## config.mk

```make
export PLATFORM = sky130hd
export DESIGN_NAME = kvs_req_ctrl
export DESIGN_NICKNAME = d
export VERILOG_FILES = /design/src/rtl/kvs_req_ctrl.sv
export SDC_FILE = /design/constraint.sdc
export NUM_CORES = 1
export LEC_CHECK = 0
export ABC_CLOCK_PERIOD_IN_PS = 4700
export BUFFER_PORTS_ARGS = -buffer_cell sky130_fd_sc_hd__buf_2
export CAP_MARGIN = 30
export CORE_MARGIN = 1.5
export CORE_UTILIZATION = 52
export DETAILED_ROUTE_END_ITERATION = 12
export PLACE_DENSITY_LB_ADDON = 0.08
export SLEW_MARGIN = 20
export SYNTH_ARGS = -nofsm -noshare
export SYNTH_HDL_FRONTEND = slang
export SYNTH_SLANG_ARGS = --single-unit
export TNS_END_PERCENT = 20
```

## constraint.sdc

```tcl
create_clock -name clk -period 4.7 [get_ports clk]
set_clock_uncertainty 0.1 [all_clocks]
set_input_delay 0.235 -clock clk [delete_from_list [all_inputs] [get_ports clk]]
set_output_delay 0.235 -clock clk [all_outputs]
set_load 0.05 [all_outputs]
```

## src/rtl/kvs_req_ctrl.sv

```systemverilog
// Initiator side of the KVS request/response link: issues requests to db_top, matches in-order responses to packet tags.
// Latency: in_valid 1 cycle after accept; result 1 cycle after out_valid or after the head request times out.
// Backpressure: pkt_ready drops while pending plus timed-out-but-unanswered requests fill MAX_OUTSTANDING slots.
module kvs_req_ctrl #(
    parameter int KEY_SIZE        = 96,
    parameter int ID_W            = 8,
    parameter int MAX_OUTSTANDING = 8,
    parameter int TIMEOUT         = 1024
) (
    input  logic                clk,
    input  logic                rst,
    input  logic [KEY_SIZE-1:0] pkt_key,
    input  logic [3:0]          pkt_op,
    input  logic [ID_W-1:0]     pkt_id,
    input  logic                pkt_valid,
    output logic                pkt_ready,
    output logic [KEY_SIZE-1:0] in_key,
    output logic [3:0]          in_flag,
    output logic                in_valid,
    input  logic                out_valid,
    input  logic [3:0]          out_flag,
    output logic                res_valid,
    output logic [ID_W-1:0]     res_id,
    output logic [3:0]          res_flag,
    output logic                res_hit,
    output logic                res_timeout,
    output logic [15:0]         stale_cnt,
    output logic                err_spurious
);
    localparam int PW = $clog2(MAX_OUTSTANDING);
    localparam int CW = PW + 1;
    localparam int AW = $clog2(TIMEOUT) + 1;
    localparam logic [CW:0]   CAP     = (CW + 1)'(MAX_OUTSTANDING);
    localparam logic [AW-1:0] AGE_LIM = AW'(TIMEOUT - 1);

    logic [ID_W-1:0] mem [MAX_OUTSTANDING];
    logic [PW-1:0]   wr_ptr, rd_ptr;
    logic [CW-1:0]   count, count_nxt, expired_cnt;
    logic [CW:0]     occ;
    logic [AW-1:0]   age;
    logic            accept, stale_hit, resp_pop, spurious, timeout_pop, pop;

    // Timed-out requests keep their slot until their late response drains it.
    assign occ       = {1'b0, count} + {1'b0, expired_cnt};
    assign pkt_ready = !rst && (occ < CAP);
    assign accept    = pkt_valid && pkt_ready;

    assign stale_hit   = out_valid && (expired_cnt != '0);
    assign resp_pop    = out_valid && (expired_cnt == '0) && (count != '0);
    assign spurious    = out_valid && (expired_cnt == '0) && (count == '0);
    // >= rather than == so a stale response landing on the limit cycle only defers the timeout.
    assign timeout_pop = !out_valid && (count != '0) && (age >= AGE_LIM);
    assign pop         = resp_pop || timeout_pop;
    assign count_nxt   = count + CW'(accept) - CW'(pop);

    assign res_hit = res_flag[0];

    always_ff @(posedge clk) begin
        if (rst) begin
            wr_ptr       <= '0;
            rd_ptr       <= '0;
            count        <= '0;
            expired_cnt  <= '0;
            age          <= '0;
            stale_cnt    <= '0;
            err_spurious <= 1'b0;
            in_valid     <= 1'b0;
            in_key       <= '0;
            in_flag      <= '0;
            res_valid    <= 1'b0;
            res_id       <= '0;
            res_flag     <= '0;
            res_timeout  <= 1'b0;
        end else begin
            in_valid <= accept;
            if (accept) begin
                in_key  <= pkt_key;
                in_flag <= pkt_op;
                wr_ptr  <= wr_ptr + PW'(1);
            end
            if (pop)
                rd_ptr <= rd_ptr + PW'(1);
            count <= count_nxt;

            if (timeout_pop)
                expired_cnt <= expired_cnt + CW'(1);
            else if (stale_hit)
                expired_cnt <= expired_cnt - CW'(1);

            if (stale_hit && (stale_cnt != 16'hFFFF))
                stale_cnt <= stale_cnt + 16'd1;
            if (spurious)
                err_spurious <= 1'b1;

            // The age always belongs to whichever request is at the head after this cycle.
            age <= (pop || (count_nxt == '0)) ? '0 : age + AW'(1);

            res_valid   <= pop;
            res_timeout <= timeout_pop;
            if (pop) begin
                res_id   <= mem[rd_ptr];
                res_flag <= resp_pop ? out_flag : 4'h0;
            end
        end
    end

    always_ff @(posedge clk) begin
        if (accept)
            mem[wr_ptr] <= pkt_id;
    end
endmodule
```

==> results of run 1 <==
worst register-to-register path, delay by kind of cell (launching register included):
kind                     cells  cell delay [ns]
AO/OA/AOI/OAI                3             0.77
flip-flops                   1             0.39
AND/OR/NAND/NOR              4             1.29
adder cells (fa/ha/maj)      3             0.70
buffers and inverters        2             0.30
final cells by class:
class / count / area, sq um / area share
clock buffer: 34 / 719 / 0.0596
inverter: 16 / 60.1 / 0.00498
sequential: 221 / 5070 / 0.420
tap: 220 / 275 / 0.0228
multi-input combinational: 560 / 3340 / 0.277
timing repair buffer: 374 / 2490 / 0.207
clock inverter: 10 / 105 / 0.00871
placed cells by master, fill, tap and decap left out, types with 16 or more instances in the layout:
master	instances
edfxtp_1	64
a21oi_1	119
dfxtp_1	156
mux4_2	16
clkbuf_16	25
buf_2	250
nand2_1	239
nor2_1	17
dlygate4sd3_1	112
nor3_1	19
per-layer routing:
metal	track usage	wire, microns	part of all wire
met3	0.0511	1150	0.050
met2	0.443	11400	0.49
met1	0.309	9480	0.41
met4	0.114	988	0.043
met5	0	0	0
cells by family after synthesis:
family	after synthesis
and+or+nand+nor	338
AOI/OAI and AO/OA	151
xor gates and xnor gates	12
adders and majority gates	16
muxes	43
DFF	221
buffers and inverters	72
how the worst min path moves through the flow:
stage,to,slack (ns),cells after the start
after floorplan,mem[0][0]$_DFFE_PP_,0.23,0
after global placement,in_key[72]$_SDFFE_PP0P_,0.34,2
after detailed placement,in_key[81]$_SDFFE_PP0P_,0.34,2
after CTS,err_spurious$_SDFFE_PP0P_,0.008,3
after global routing,err_spurious$_SDFFE_PP0P_,0.05,3
final,err_spurious$_SDFFE_PP0P_,0.02,3
synthesized netlist by cell type (13+ instances only):
| cell | number |
|---|---|
| mux2i_1 | 14 |
| dfxtp_1 | 157 |
| edfxtp_1 | 64 |
| nand2_1 | 239 |
| nand3_1 | 13 |
| a21oi_1 | 119 |
| clkbuf_1 | 35 |
| mux4_2 | 16 |
| nor3_1 | 19 |
| inv_1 | 13 |
| nor2_1 | 17 |
| ha_1 | 14 |
| mux2_2 | 13 |
flip-flops by register name, indices dropped and copies added, names as in the netlist, 3 cells and up:
register / cells
age: 11
mem: 64
wr_ptr: 3
res_id: 8
expired_cnt: 4
stale_cnt: 16
in_flag: 4
rd_ptr: 3
count: 4
in_key: 96
res_flag: 4
through the flow:
step | hold WS (ns) | power, W | util | instance area [sq um]
4_1_cts | 0.00812 | 0.00617 | 0.731 | 12000
5_1_grt | 0.0525 | 0.00643 | 0.733 | 12100
2_1_floorplan | 0.234 | 0.00375 | - | 8690
6_report | 0.0237 | 0.00614 | 0.733 | 12100
3_3_place_gp | 0.339 | 0.00413 | 0.610 | 10000
3_5_place_dp | 0.343 | 0.00417 | 0.613 | 10100
power by group through the flow:
stage	sequential (W)	combinational (W)	clock, W
final	0.00236	0.00186	0.00192
after global routing	0.00239	0.00201	0.00204
after CTS	0.00236	0.00186	0.00195
after detailed placement	0.00240	0.00177	0
after global placement	0.00239	0.00174	0
after floorplan	0.00290	0.000857	0
==> flow_summary.toml, run 1 <==
[drt]
via_count = 7479
drc = 0
firstDrtPassIters = 4
wl_microns = 23000
vias_per_cell = 5.21
postRouteAntennaNets = 0
routedWlPerCell_microns = 16.0
drt_first_iter_violations = 381

[placement]
dp_cells = 1277
pre_cts_slack_ns = 1.07
post-dp-hpwl_microns = 13800
gp_congestion = 0.798
port_buffers = 249

[pwr]
switching_power_w = 0.00217
pwr-share-comb = 0.303
p_clk_frac = 0.313
p_leak_nw = 4.95
pwr-share-seq = 0.384
p_sw_frac = 0.354
ir_drop_mv = 0.336
power.internal_w = 0.00397
power.density_mw_per_mm2 = 509

[global_routing]
grt_pass1_wl_microns = 36700
grt_usage = 0.256
grt_pass1_vias = 7379
antenna_found_initial = 0
grt_max_degree = 96
gr-total-overflow = 0

[synth]
synth_top_area_cell = "dfxtp_1"
synth_top_family_by_area = "simple AND/OR/NAND/NOR gates"
syn-num-nets = 985
synth-edff-count = 64
synth-seq-area-share = 0.583
synth_mux_area_frac = 0.0744
syn-cell-area_sq_mm = 0.00869
synth_xor_xnor_area_share = 0.0121
yosysTopAreaCellShare = 0.361
ys_warn_count = 0
ys_top_cells_by_area = "dfxtp_1 36%, edfxtp_1 22%, nand2_1 10%"
avgSynthCellArea_sq_um = 10.2
synth-seq-cells = 221
synth_compound_area_frac = 0.0992
synth_cell_types = 52
synthArstFlopShare = 0
synth_ff_type = "dfxtp_1"
yosys.area_share.simple = 0.171
synthAdderAreaFrac = 0.0248
netlist_instances = 853

[clocking]
cts_tree = "done"
clockRootBuffer = "clkbuf_16"
path_clk_slew_ns = 0.06
insertion_delay_ns = 0.51
post-cts-setup-buffer-count = 0
cts_buffers = 24
h-tree-depth = 1
clock_sinks = 221
cts-resized-gates = 0
cts_hold_buf = 112
clockBufferDepth = 3

[setup_path]
critical_path_class = "register to register"
worstSetupEndpoint = "age[1]$_SDFF_PP0_"
cp-start-kind = "register"
arrival_ns = 3.96
crit_start = "age[0]$_SDFF_PP0_"
crit_slowest_cell = "or4_4"
cp_top_family = "simple AND/OR/NAND/NOR gates"
required_ns = 5.03
crit_top_cell = "ha_1"
ff2ff_setup_slack_ns = 1.07
path_cells = "ha_1, a21oi_1, or4_4, a21o_4, inv_2, ha_1, inv_1, ha_1, and3_1, or3_1, a41o_1, nor3b_1"
cp.depth = 12
endpoint_kind = "register"
r2r_end = "age[1]$_SDFF_PP0_"
path_buf_inv = 2
crit_fanout = 14
max_stage_delay_ns = 0.54
ff2ff_path_depth = 12
timing.rr.start = "age[0]$_SDFF_PP0_"

[sta]
clock.fmax_mhz = 275
layout_setup_ws_ns = 1.07
hold_viol = 0
period_share = 0.773
worstMarginPinSlew_ns = 0.909
fin_setup_tns_ns = 0
rsz0062_at_grt = "no"
period_needed_ns = 3.63
slew-limit-headroom = 0.392
setup-violations-final = 0
drv_slew = 0

[finish]
area_growth_pct = 38.8
layout.cells.non_filler = 1435
n_fill_cell = 1189
nets = 1329
drive_gt1_frac = 0.284
num_antenna_cells = 0

[job]
cap_violations = 0

[die]
std_cell_rows = 47
core_sq_mm = 0.0165
dieArea_sq_mm = 0.0175
die_h_microns = 132
initial_utilization = 0.528
io_pins = 250
die_x_microns = 132

[outcome]
run_status = "complete, no violations"

[worst_hold_path]
min_from = "out_valid"
hold_path_class = "input port to register"
Power figures use the tool's default switching activity.
==> run 2, diff against run 1 <==
--- a/config.mk
+++ b/config.mk
@@ -5,11 +5,11 @@
 export SDC_FILE = /design/constraint.sdc
 export NUM_CORES = 1
 export LEC_CHECK = 0
-export ABC_CLOCK_PERIOD_IN_PS = 4700
+export ABC_CLOCK_PERIOD_IN_PS = 3200
 export BUFFER_PORTS_ARGS = -buffer_cell sky130_fd_sc_hd__buf_2
 export CAP_MARGIN = 30
 export CORE_MARGIN = 1.5
-export CORE_UTILIZATION = 52
+export CORE_UTILIZATION = 47
 export DETAILED_ROUTE_END_ITERATION = 12
 export PLACE_DENSITY_LB_ADDON = 0.08
 export SLEW_MARGIN = 20
==> constraint.sdc (replaced) <==
create_clock -name clk -period 3.2 [get_ports clk]
set_clock_uncertainty 0.1 [all_clocks]
set_input_delay 0.16 -clock clk [delete_from_list [all_inputs] [get_ports clk]]
set_output_delay 0.16 -clock clk [all_outputs]
set_load 0.05 [all_outputs]
==> flow_summary.toml, run 2 (synthesis gave the netlist of run 1 again) <==
[die]
core_sq_mm = 0.0180
std_cell_rows = 49
dieArea_sq_mm = 0.0193
die_h_microns = 139
die_x_microns = 139
io_pins = 250
initial_utilization = 0.482

[drt]
wl_microns = 23700
routedLengthMet1_microns = 10000
drt_first_iter_violations = 564
vias_per_cell = 5.19
postRouteAntennaNets = 0
firstDrtPassIters = 5
via_count = 7589
routedWlPerCell_microns = 16.2
wl_met3_microns = 1280
drc = 0
highest_layer = "met4"
met2_length_microns = 11500

[clocking]
cts_tree = "done"
cts_buffers = 25
clock_sinks = 221
clockRootBuffer = "clkbuf_16"
insertion_delay_ns = 0.51
clockBufferDepth = 3
path_clk_slew_ns = 0.06
h-tree-depth = 1

[sta]
drv_slew = 0
setup-violations-final = 0
layout_setup_ws_ns = 0.176
rsz0062_at_grt = "no"
slew-limit-headroom = 0.441
hold_viol = 0
clock.fmax_mhz = 331
fin_setup_tns_ns = 0
period_needed_ns = 3.02
period_share = 0.945
worstMarginPinSlew_ns = 0.838

[setup_path]
crit_fanout = 6
required_ns = 3.49
r2r_end = "age[10]$_SDFF_PP0_"
critical_path_class = "register to register"
cp-start-kind = "register"
ff2ff_path_depth = 11
arrival_ns = 3.31
timing.rr.start = "count[3]$_SDFF_PP0_"
ff2ff_setup_slack_ns = 0.18
endpoint_kind = "register"

[placement]
port_buffers = 249
gp_congestion = 0.855
post-dp-hpwl_microns = 14600
pre_cts_slack_ns = 0.0196

[global_routing]
grt_usage = 0.235
antenna_found_initial = 0
grt_pass1_wl_microns = 37300
grt_pass1_vias = 7498
grt_max_degree = 74
gr-total-overflow = 0

[finish]
nets = 1349
drive_gt1_frac = 0.303
largest_reg_flops = 96
layout_common_cells = "248 x buf_2, 239 x nand2_1, 154 x dfxtp_1, 119 x a21oi_1, 113 x dlygate4sd3_1"
reg_top3 = "in_key: 96 flops, mem: 64 flops, stale_cnt: 16 flops"
final_common_cell = "buf_2"
n_fill_cell = 1350
area_growth_pct = 41.3
num_antenna_cells = 0
top_register = "in_key"

[outcome]
run_status = "complete, no violations"

[worst_hold_path]
min_from = "rst"
hold_end = "res_valid$_SDFF_PP0_"
hold_path_class = "input port to register"
min_path_cells = 3

[pwr]
p_leak_nw = 5.05
ir_drop_mv = 0.556
power.density_mw_per_mm2 = 754

[job]
cap_violations = 0
## run 2: changes by cell type in the layout (fill, tap and decap cells not counted), sizes merged, moves of 2 or more
cell / previous run / this run
buf: 261 / 279
clkinvlp: 2 / 0
inv: 17 / 15
clkbuf: 35 / 37
## run 2: repair_timing
| action | CTS | global route |
|---|---|---|
| setup endpoints to repair | 4 | 11 |
| hold buffers | 113 | 0 |
| endpoints found under the hold margin | 169 | 0 |
| cloned | 0 | 1 |
| pin swaps | 0 | 4 |
| gates resized for setup | 1 | 16 |
| setup buffers | 0 | 1 |
## run 2: layout make-up
| cell class | instances | area, sq um | share of cell area |
|---|---|---|---|
| clock buffers | 37 | 711 | 0.0578 |
| clock inverters | 5 | 75.1 | 0.00611 |
| inverters | 16 | 63.8 | 0.00519 |
| multi-input cells | 561 | 3450 | 0.281 |
| flip-flops and latches | 221 | 5070 | 0.413 |
| well taps | 229 | 287 | 0.0233 |
| repair buffers | 392 | 2630 | 0.214 |
## run 2: layer usage
metal  GRT usage  vias up
met2       0.399      268
met1       0.295     3545
met3      0.0432       73
met4      0.0959        0
met5           0        -
li1            -     3703
## run 2: stage by stage
step | cell area (sq um) | utilization | power (W) | hold slack, ns | instances
global placement | 10200 | 0.568 | 0.00622 | 0.269 | 1303
finish | 12300 | 0.682 | 0.00927 | 0.107 | 1461
detailed placement | 10300 | 0.570 | 0.00625 | 0.275 | 1304
global route | 12300 | 0.682 | 0.00971 | 0.131 | 1461
CTS | 12200 | 0.676 | 0.00913 | 0.0777 | 1459
floorplan | 8730 | - | 0.00555 | 0.159 | 853
## run 2: how the worst max path moves through the flow
stage | to | startpoint | slack, ns
floorplan | age[10]$_SDFF_PP0_ | age[0]$_SDFF_PP0_ | 0.006
global route | age[10]$_SDFF_PP0_ | count[3]$_SDFF_PP0_ | 0.009
CTS | age[8]$_SDFF_PP0_ | age[0]$_SDFF_PP0_ | 0.01
global placement | age[1]$_SDFF_PP0_ | age[0]$_SDFF_PP0_ | 0.06
finish | age[10]$_SDFF_PP0_ | count[3]$_SDFF_PP0_ | 0.18
detailed placement | age[8]$_SDFF_PP0_ | age[0]$_SDFF_PP0_ | 0.02
## run 2: worst max-delay path, stage by stage, from the launching register on
cell,delay (ns)
dfxtp_1,0.31
ha_1,0.33
nor4_4,0.33
o211a_4,0.22
clkinv_2,0.05
ha_1,0.27
inv_1,0.04
ha_1,0.19
fa_1,0.41
xnor2_2,0.28
a41o_4,0.32
nor3_1,0.06
## run 2: where the power goes
group          switching [W]  internal [W]
clock                0.00107       0.00168
combinational        0.00204       0.00105
sequential          0.000216       0.00322
==> run 3, diff against run 2 <==
--- a/config.mk
+++ b/config.mk
@@ -11,6 +11,7 @@
 export CORE_MARGIN = 1.5
 export CORE_UTILIZATION = 47
 export DETAILED_ROUTE_END_ITERATION = 12
+export GPL_TIMING_DRIVEN = 0
 export PLACE_DENSITY_LB_ADDON = 0.08
 export SLEW_MARGIN = 20
 export SYNTH_ARGS = -nofsm -noshare
==> flow_summary.toml, run 3 (synthesis gave the netlist of run 1 again) <==
[outcome]
run_status = "complete, no violations"

[drt]
via_count = 7809
postRouteAntennaNets = 0
vias_per_cell = 5.15
drt_first_iter_violations = 338
drc = 0
firstDrtPassIters = 5
routedWlPerCell_microns = 16.6
wl_microns = 25100

[finish]
largest_reg_flops = 96
reg_top3 = "in_key: 96 flops, mem: 64 flops, stale_cnt: 16 flops"
nets = 1401
layout_common_cells = "261 x buf_2, 239 x nand2_1, 142 x dfxtp_1, 119 x a21oi_1, 113 x dlygate4sd3_1"
num_antenna_cells = 0
final_common_cell = "buf_2"
drive_gt1_frac = 0.323
area_growth_pct = 46.8
top_register = "in_key"

[sta]
period_needed_ns = 3.12
period_share = 0.976
worstMarginPinSlew_ns = 0.908
layout_setup_ws_ns = 0.0774
slew-limit-headroom = 0.392
drv_slew = 0
clock.fmax_mhz = 320
hold_ws_ns = 0.0197
setup-violations-final = 0
hold_viol = 0

[die]
initial_utilization = 0.482
core_sq_mm = 0.0180
io_pins = 250
die_h_microns = 139
die_x_microns = 139
dieArea_sq_mm = 0.0193
std_cell_rows = 49

[job]
cap_violations = 0

[clocking]
path_clk_slew_ns = 0.06
clock_sinks = 221
clockRootBuffer = "clkbuf_16"
clockBufferDepth = 3
cts_buffers = 24
h-tree-depth = 1
insertion_delay_ns = 0.51
cts_tree = "done"

[global_routing]
grt_pass1_vias = 7791
antenna_found_initial = 0
grt_usage = 0.253
gr-total-overflow = 0
grt_pass1_wl_microns = 39700
grt_max_degree = 17

[setup_path]
cp-start-kind = "register"
ff2ff_setup_slack_ns = 0.08
crit_fanout = 5
required_ns = 3.53
critical_path_class = "register to register"
endpoint_kind = "register"
arrival_ns = 3.45

[pwr]
ir_drop_mv = 0.562
p_leak_nw = 5.23
power.density_mw_per_mm2 = 769

[placement]
pre_cts_slack_ns = -0.499
gp_congestion = 0.835
post-dp-hpwl_microns = 16600
port_buffers = 248

[worst_hold_path]
hold_path_class = "input port to register"
## run 3: cell type report
type                            count  area, sq um
Timing Repair Buffer              391         2600
Clock buffer                       32          702
Inverter                           16         77.6
Clock inverter                     12          184
Multi-Input combinational cell    560         3540
Tap cell                          229          287
Fill cell                        1332         5260
Sequential cell                   221         5100
Buffer                             55          273
## run 3: final timing paths
check / start / cells past startpoint / to
worst max-delay path: age[0]$_SDFF_PP0_ / 14 / age[7]$_SDFF_PP0_
worst min-delay path: out_valid / 3 / expired_cnt[2]$_SDFFE_PP0P_
worst max register to register: age[0]$_SDFF_PP0_ / 14 / age[7]$_SDFF_PP0_
worst min register to register: in_key[26]$_SDFFE_PP0P_ / 2 / in_key[26]$_SDFFE_PP0P_
## run 3: what timing repair did
action                                  4_1_cts  5_1_grt
hold buffers                                113        0
hold endpoints to repair                    170        0
pin swaps                                     6        9
gates cloned                                  1        0
endpoints found under the setup margin       11       11
buffers inserted                              8       14
gates resized for setup                      28       30
## run 3: report_power, final
group	total [W]	internal (W)	switching, W
logic	0.00331	0.00121	0.00210
clock network	0.00304	0.00194	0.00111
registers	0.00346	0.00322	0.000234
total	0.00981	0.00637	0.00344
## run 3: worst max-delay path, stage by stage (launching register included)
cell	delay (ns)
dfxtp_4	0.37
ha_4	0.13
a21oi_1	0.06
or4_4	0.45
a21o_4	0.25
inv_6	0.07
buf_8	0.10
ha_4	0.10
inv_1	0.05
ha_1	0.26
and3_1	0.17
or3_4	0.34
a41o_4	0.30
buf_8	0.14
nor3_4	0.15
## run 3: stage by stage
step / area, sq um / TNS [ns] / util / instances / power (W)
finish: 12800 / 0 / 0.708 / 1516 / 0.00981
global route: 12800 / -0.0841 / 0.708 / 1516 / 0.0103
CTS: 12500 / 0 / 0.694 / 1502 / 0.00957
detailed placement: 10300 / -4.91 / 0.574 / 1337 / 0.00629
global placement: 10300 / -30.63 / 0.569 / 1330 / 0.00625
floorplan: 8730 / 0 / - / 853 / 0.00555
## run 3: metal layers
layer	track usage	part of all wire	up-vias
li1	-	-	3816
met4	0.100	0.041	0
met3	0.0470	0.053	76
met1	0.310	0.41	3653
met2	0.442	0.50	264
met5	0	0	-
